$ cat src/rtl/ysyx_23060124_lsu_bus.sv
// Load/store unit bridging EX to a single-outstanding valid/ready data bus.
// Aligns store lanes, extends load data, and reports misalign/bus/timeout errors.
`timescale 1ns/1ps
module ysyx_23060124_lsu_bus #(
    parameter int XLEN    = 32,
    parameter int AW      = 32,
    parameter int TIMEOUT = 255
) (
    input  logic              i_clk,
    input  logic              i_rst,
    input  logic              i_valid,
    output logic              o_ready,
    input  logic              i_we,
    input  logic [1:0]        i_size,
    input  logic              i_unsigned,
    input  logic [AW-1:0]     i_addr,
    input  logic [XLEN-1:0]   i_wdata,
    output logic              o_mem_valid,
    input  logic              i_mem_ready,
    output logic [AW-1:0]     o_mem_addr,
    output logic              o_mem_we,
    output logic [XLEN-1:0]   o_mem_wdata,
    output logic [XLEN/8-1:0] o_mem_wstrb,
    input  logic              i_mem_rvalid,
    input  logic [XLEN-1:0]   i_mem_rdata,
    input  logic              i_mem_err,
    output logic              o_done,
    output logic [XLEN-1:0]   o_rdata,
    output logic [1:0]        o_err
);

    localparam int SW   = XLEN / 8;
    localparam int OFFW = $clog2(SW);
    localparam int CW   = $clog2(TIMEOUT + 1);

    localparam logic [1:0] ERR_OK    = 2'd0;
    localparam logic [1:0] ERR_ALIGN = 2'd1;
    localparam logic [1:0] ERR_BUS   = 2'd2;
    localparam logic [1:0] ERR_TMO   = 2'd3;

    typedef enum logic [1:0] {
        S_IDLE,
        S_REQ,
        S_WAIT,
        S_DONE
    } state_t;

    state_t state_q, state_d;

    function automatic logic misaligned(input logic [1:0] size, input logic [OFFW-1:0] off);
        logic [3:0] off_w;
        logic [3:0] mask;
        off_w = 4'(off);
        mask  = (4'd1 << size) - 4'd1;
        return ((off_w & mask) != 4'd0) || ((size == 2'd3) && (XLEN == 32));
    endfunction

    function automatic logic [SW-1:0] lane_strobe(input logic [1:0] size, input logic [OFFW-1:0] off);
        logic [15:0] len;
        logic [15:0] shifted;
        case (size)
            2'd0:    len = 16'h0001;
            2'd1:    len = 16'h0003;
            2'd2:    len = 16'h000F;
            default: len = 16'h00FF;
        endcase
        shifted = len << off;
        return shifted[SW-1:0];
    endfunction

    function automatic logic [XLEN-1:0] lane_data(input logic [XLEN-1:0] data, input logic [OFFW-1:0] off);
        return data << {off, 3'b000};
    endfunction

    function automatic logic [XLEN-1:0] load_extract(
        input logic [XLEN-1:0] data,
        input logic [1:0]      size,
        input logic            uns,
        input logic [OFFW-1:0] off
    );
        logic [XLEN-1:0]    r;
        logic signed [7:0]  b;
        logic signed [15:0] h;
        logic signed [31:0] w;
        r = data >> {off, 3'b000};
        b = r[7:0];
        h = r[15:0];
        w = r[31:0];
        case (size)
            2'd0:    load_extract = uns ? XLEN'(r[7:0])  : XLEN'(b);
            2'd1:    load_extract = uns ? XLEN'(r[15:0]) : XLEN'(h);
            2'd2:    load_extract = uns ? XLEN'(r[31:0]) : XLEN'(w);
            default: load_extract = r;
        endcase
    endfunction

    logic            we_q;
    logic [1:0]      size_q;
    logic            uns_q;
    logic [OFFW-1:0] off_q;
    logic [AW-1:0]   mem_addr_q;
    logic [XLEN-1:0] mem_wdata_q;
    logic [SW-1:0]   mem_wstrb_q;
    logic [XLEN-1:0] rdata_q;
    logic [1:0]      err_q;
    logic [CW-1:0]   cnt_q;

    logic [OFFW-1:0] in_off;
    logic            in_mis;
    logic            cnt_last;
    logic            accept;

    assign in_off   = i_addr[OFFW-1:0];
    assign in_mis   = misaligned(i_size, in_off);
    assign cnt_last = (cnt_q == CW'(TIMEOUT - 1));

    always_ff @(posedge i_clk) begin
        if (i_rst) state_q <= S_IDLE;
        else       state_q <= state_d;
    end

    always_comb begin
        state_d     = state_q;
        accept      = 1'b0;
        o_ready     = 1'b0;
        o_mem_valid = 1'b0;
        o_done      = 1'b0;
        case (state_q)
            S_IDLE: begin
                o_ready = 1'b1;
                if (i_valid) begin
                    accept  = 1'b1;
                    state_d = in_mis ? S_DONE : S_REQ;
                end
            end
            S_REQ: begin
                o_mem_valid = 1'b1;
                if (i_mem_ready) state_d = S_WAIT;
            end
            S_WAIT: begin
                if (i_mem_rvalid || cnt_last) state_d = S_DONE;
            end
            S_DONE: begin
                o_done  = 1'b1;
                state_d = S_IDLE;
            end
            default: state_d = S_IDLE;
        endcase
    end

    // Request capture at accept; fields then stay frozen through REQ/WAIT.
    always_ff @(posedge i_clk) begin
        if (i_rst) begin
            we_q        <= 1'b0;
            size_q      <= 2'd0;
            uns_q       <= 1'b0;
            off_q       <= '0;
            mem_addr_q  <= '0;
            mem_wdata_q <= '0;
            mem_wstrb_q <= '0;
        end else if (accept) begin
            we_q        <= i_we;
            size_q      <= i_size;
            uns_q       <= i_unsigned;
            off_q       <= in_off;
            mem_addr_q  <= {i_addr[AW-1:OFFW], {OFFW{1'b0}}};
            mem_wdata_q <= lane_data(i_wdata, in_off);
            mem_wstrb_q <= i_we ? lane_strobe(i_size, in_off) : '0;
        end
    end

    // Response/timeout handling; results only change on the way into DONE.
    always_ff @(posedge i_clk) begin
        if (i_rst) begin
            cnt_q   <= '0;
            rdata_q <= '0;
            err_q   <= ERR_OK;
        end else begin
            case (state_q)
                S_IDLE: begin
                    if (accept && in_mis) begin
                        rdata_q <= '0;
                        err_q   <= ERR_ALIGN;
                    end
                end
                S_REQ: begin
                    if (i_mem_ready) cnt_q <= '0;
                end
                S_WAIT: begin
                    if (i_mem_rvalid) begin
                        err_q   <= i_mem_err ? ERR_BUS : ERR_OK;
                        rdata_q <= (i_mem_err || we_q) ? '0
                                   : load_extract(i_mem_rdata, size_q, uns_q, off_q);
                    end else if (cnt_last) begin
                        err_q   <= ERR_TMO;
                        rdata_q <= '0;
                    end else begin
                        cnt_q <= cnt_q + 1'b1;
                    end
                end
                default: ;
            endcase
        end
    end

    assign o_mem_addr  = mem_addr_q;
    assign o_mem_we    = we_q;
    assign o_mem_wdata = mem_wdata_q;
    assign o_mem_wstrb = mem_wstrb_q;
    assign o_rdata     = rdata_q;
    assign o_err       = err_q;

endmodule

$ cat config.mk
export PLATFORM = sky130hd
export DESIGN_NAME = ysyx_23060124_lsu_bus
export DESIGN_NICKNAME = d
export VERILOG_FILES = /design/src/rtl/ysyx_23060124_lsu_bus.sv
export SDC_FILE = /design/constraint.sdc
export NUM_CORES = 1
export LEC_CHECK = 0
export ABC_AREA = 1
export ABC_CLOCK_PERIOD_IN_PS = 3900
export BUFFER_PORTS_ARGS = -buffer_cell sky130_fd_sc_hd__buf_4
export CAP_MARGIN = 20
export CELL_PAD_IN_SITES_DETAIL_PLACEMENT = 1
export CELL_PAD_IN_SITES_GLOBAL_PLACEMENT = 1
export CORE_MARGIN = 2
export CORE_UTILIZATION = 37
export CTS_CLUSTER_DIAMETER = 200
export CTS_CLUSTER_SIZE = 10
export DETAILED_ROUTE_END_ITERATION = 12
export PLACE_DENSITY_LB_ADDON = 0.1
export SETUP_SLACK_MARGIN = 0.3
export SYNTH_ARGS = -nofsm -noshare
export SYNTH_HDL_FRONTEND = slang
export SYNTH_SLANG_ARGS = --single-unit
$ cat constraint.sdc
create_clock -name i_clk -period 3.9 [get_ports i_clk]
set_clock_uncertainty 0.05 [all_clocks]
set_input_delay 0.195 -clock i_clk [delete_from_list [all_inputs] [get_ports i_clk]]
set_output_delay 0.195 -clock i_clk [all_outputs]
set_load 0.01 [all_outputs]
==> impl_metrics.toml <==
[run_status]
status = "finished clean"

[setup_path]
worstSetupStartpointType = "flop"
timing.rr.start = "state_q[0]"
end_kind = "flop"
timing.rr.end = "o_rdata[2]"
worstPathArrival_ns = 2.96
cp.required_ns = 4.17
crit_fanout = 52
rr_worst_depth = 10
reg2reg_slack_ns = 1.21
critPathKind = "flop to flop"

[sta]
fin_setup_tns_ns = 0
post-route-period-util_pct = 69.0
hold_viol_final = 0
setup_ws_ns = 1.21
period_minus_slack_ns = 2.69
finalSetupViolations = 0
rsz0062_at_grt = "no"
worst_pin_slew_ns = 0.780
final-max-slew-violation-count = 0
fmax_mhz = 372
slew_headroom_pct = 48.0

[grt]
overflow = 0
grt_max_degree = 76
grt_pass1_vias = 6509
track_usage_pct = 24.3
grt_pass1_wl_um = 32200
antenna_found_initial = 0

[power_and_ir_drop]
sequentialPowerShare_pct = 29.8
powerDensity_nw_per_um2 = 589
vdd_drop_max_uv = 357
power.leakage_nw = 3.91
p_int_mw = 3.22
clkPwrFrac_pct = 36.7
pwr-share-comb_pct = 33.5
power.switching_mw = 1.74
sw_frac_of_total_pct = 35.1

[logic_synthesis]
synth-seq-cells = 116
synth_area_um2 = 5900
yosysWarnings = 0
yosys.cell_types.count = 38
yosysSeqAreaShare_pct = 39.3
syn-mean-instance-area_um2 = 6.69
ys_async_sr_fraction_pct = 0
yosys_most_used_dff = "dfxtp_1"
synth_edf_count = 0
syn_inst = 883

[floorplanning]
start_util_pct = 37.6
core.rowCount = 46
core_um2 = 15700
io_pins = 212
dieHeight_um = 130
die_area_um2 = 17000
die_w_um = 130

[clocking]
clock_path_buffers = 2
postCtsSetupRepairBufs = 0
path_clk_slew_ns = 0.05
cts.sinks = 116
root_buffer = "clkbuf_16"
numCtsBuffers = 17
cts_tree = "built"
htree_levels = 4
clkLatencyLatePin_ns = 0.40

[hold_path]
hold_end = "o_mem_addr[13]"
hold_class = "primary input to flop"
hold_depth = 3
hp-start = "i_addr[13]"

[finish]
final_cell_mix = "246 x nand2_1, 214 x buf_4, 124 x nor2_1"
syn_to_final_growth_pct = 42.6
nFillCells = 2041
drive_above_1_share_pct = 26.2
nets = 1200
multiInputGateArea_um2 = 2990
seqCellArea_um2 = 2320
mostFrequentLayoutCell = "nand2_1"

[placement]
place.gp.congestion = 0.837
hpwl_um = 13800
post-place-ws_ns = 1.30
io_buffers = 209

[drt]
dr.pass1.iters = 4
drt.antenna.violating_nets = 0
num_vias = 6453
avgRoutedWirePerCell_um = 15.6
viasPerCell = 4.90
drc_errors = 0
drt_iter0_drc = 352
wl_um = 20600

[job]
drv_cap = 0
[metal layers]
metal  track usage [%]  wire, µm  vias to the layer above
met3              8.45      1620                       33
met5                 0         0                        -
met2              41.9     10200                      175
met4              8.48       425                        0
met1              28.1      8400                     3029
li1                  -         -                     3216
[stage by stage]
step | total power, mW | hold WS, ns | util, % | area [µm²] | instances
2_1_floorplan | 2.58 | 0.307 | - | 5910 | 884
3_3_place_gp | 3.11 | 0.396 | 47.7 | 7490 | 1260
3_5_place_dp | 3.14 | 0.407 | 47.7 | 7490 | 1260
4_1_cts | 4.99 | 0.000726 | 53.6 | 8420 | 1316
5_1_grt | 5.26 | 0.0185 | 53.6 | 8420 | 1316
6_report | 4.96 | 0.0130 | 53.6 | 8420 | 1317
[worst max-delay path, stage by stage, from the launching register on]
cell and delay, ns:
dfxtp_1 0.34, inv_1 0.12, ha_1 0.21, nand2_2 0.08
inv_2 0.46, nand3_1 0.17, nand2_1 0.14, nand2_4 0.33
nor2_8 0.38, nand2_1 0.13, a21oi_1 0.18
[worst max path at each step]
stage               start           to  cells after the start
3_3_place_gp   state_q[1]  o_rdata[14]                     10
5_1_grt        state_q[1]   o_rdata[2]                     10
2_1_floorplan  state_q[0]     cnt_q[6]                     11
3_5_place_dp   state_q[1]  o_rdata[14]                     10
6_report       state_q[0]   o_rdata[2]                     10
4_1_cts        state_q[0]   o_rdata[2]                     10
[final cells by class]
type                    instances  share of cell area, %
repair buffers                238                   21.9
clock buffers                  20                   5.54
flip-flops and latches        116                   27.6
multi-input cells             636                   35.5
well taps                     216                   3.21
clock inverters                12                   2.66
diodes                          1                 0.0297
inverters                      78                   3.54
[what timing repair did]
action                                 in CTS  in global routing
endpoints found under the hold margin      24                  0
gates resized for setup                     0                  0
hold buffers                               24                  0
[power groups by stage]
stage	Clock [mW]	Combinational [mW]	Sequential [mW]
4_1_cts	1.85	1.67	1.47
6_report	1.82	1.66	1.48
2_1_floorplan	0	1.04	1.54
3_5_place_dp	0	1.65	1.50
5_1_grt	1.90	1.86	1.50
3_3_place_gp	0	1.62	1.49
[synth_stat cells (all sizes together), types with 2 or more instances]
cell     number  area share [%]
buf          29             3.5
a21oi        63             6.0
nand2       259              17
nor3          9            0.76
o21ai        79             6.7
inv          76             4.8
a2bb2oi       3            0.45
xor2          2            0.30
o211ai       13             1.7
o31ai         7            0.89
ha            7             1.5
dfxtp       116              39
clkinv        2            0.21
nand3        50             4.7
clkbuf       25             1.6
or2           6            0.64
nor2        128             8.7
o221ai        3            0.45
[flip-flops by register name, indices dropped and copies added, names as in the netlist]
name	flops
cnt_q	8
o_err	2
o_mem_addr	30
o_mem_wdata	32
o_mem_we	1
o_mem_wstrb	4
o_rdata	32
off_q	2
size_q	2
state_q	2
uns_q	1
[cells by family after synthesis]
logic type	after synthesis	share of synthesized area, %
AO/OA/AOI/OAI	170	16.4
XOR/XNOR	2	0.297
adder cells (fa/ha/maj)	7	1.48
buffers and inverters	132	10.1
flip-flops	116	39.3
other	1	0.0635
AND/OR/NAND/NOR	455	32.3
Note: power is estimated with default switching activity, not from simulation.
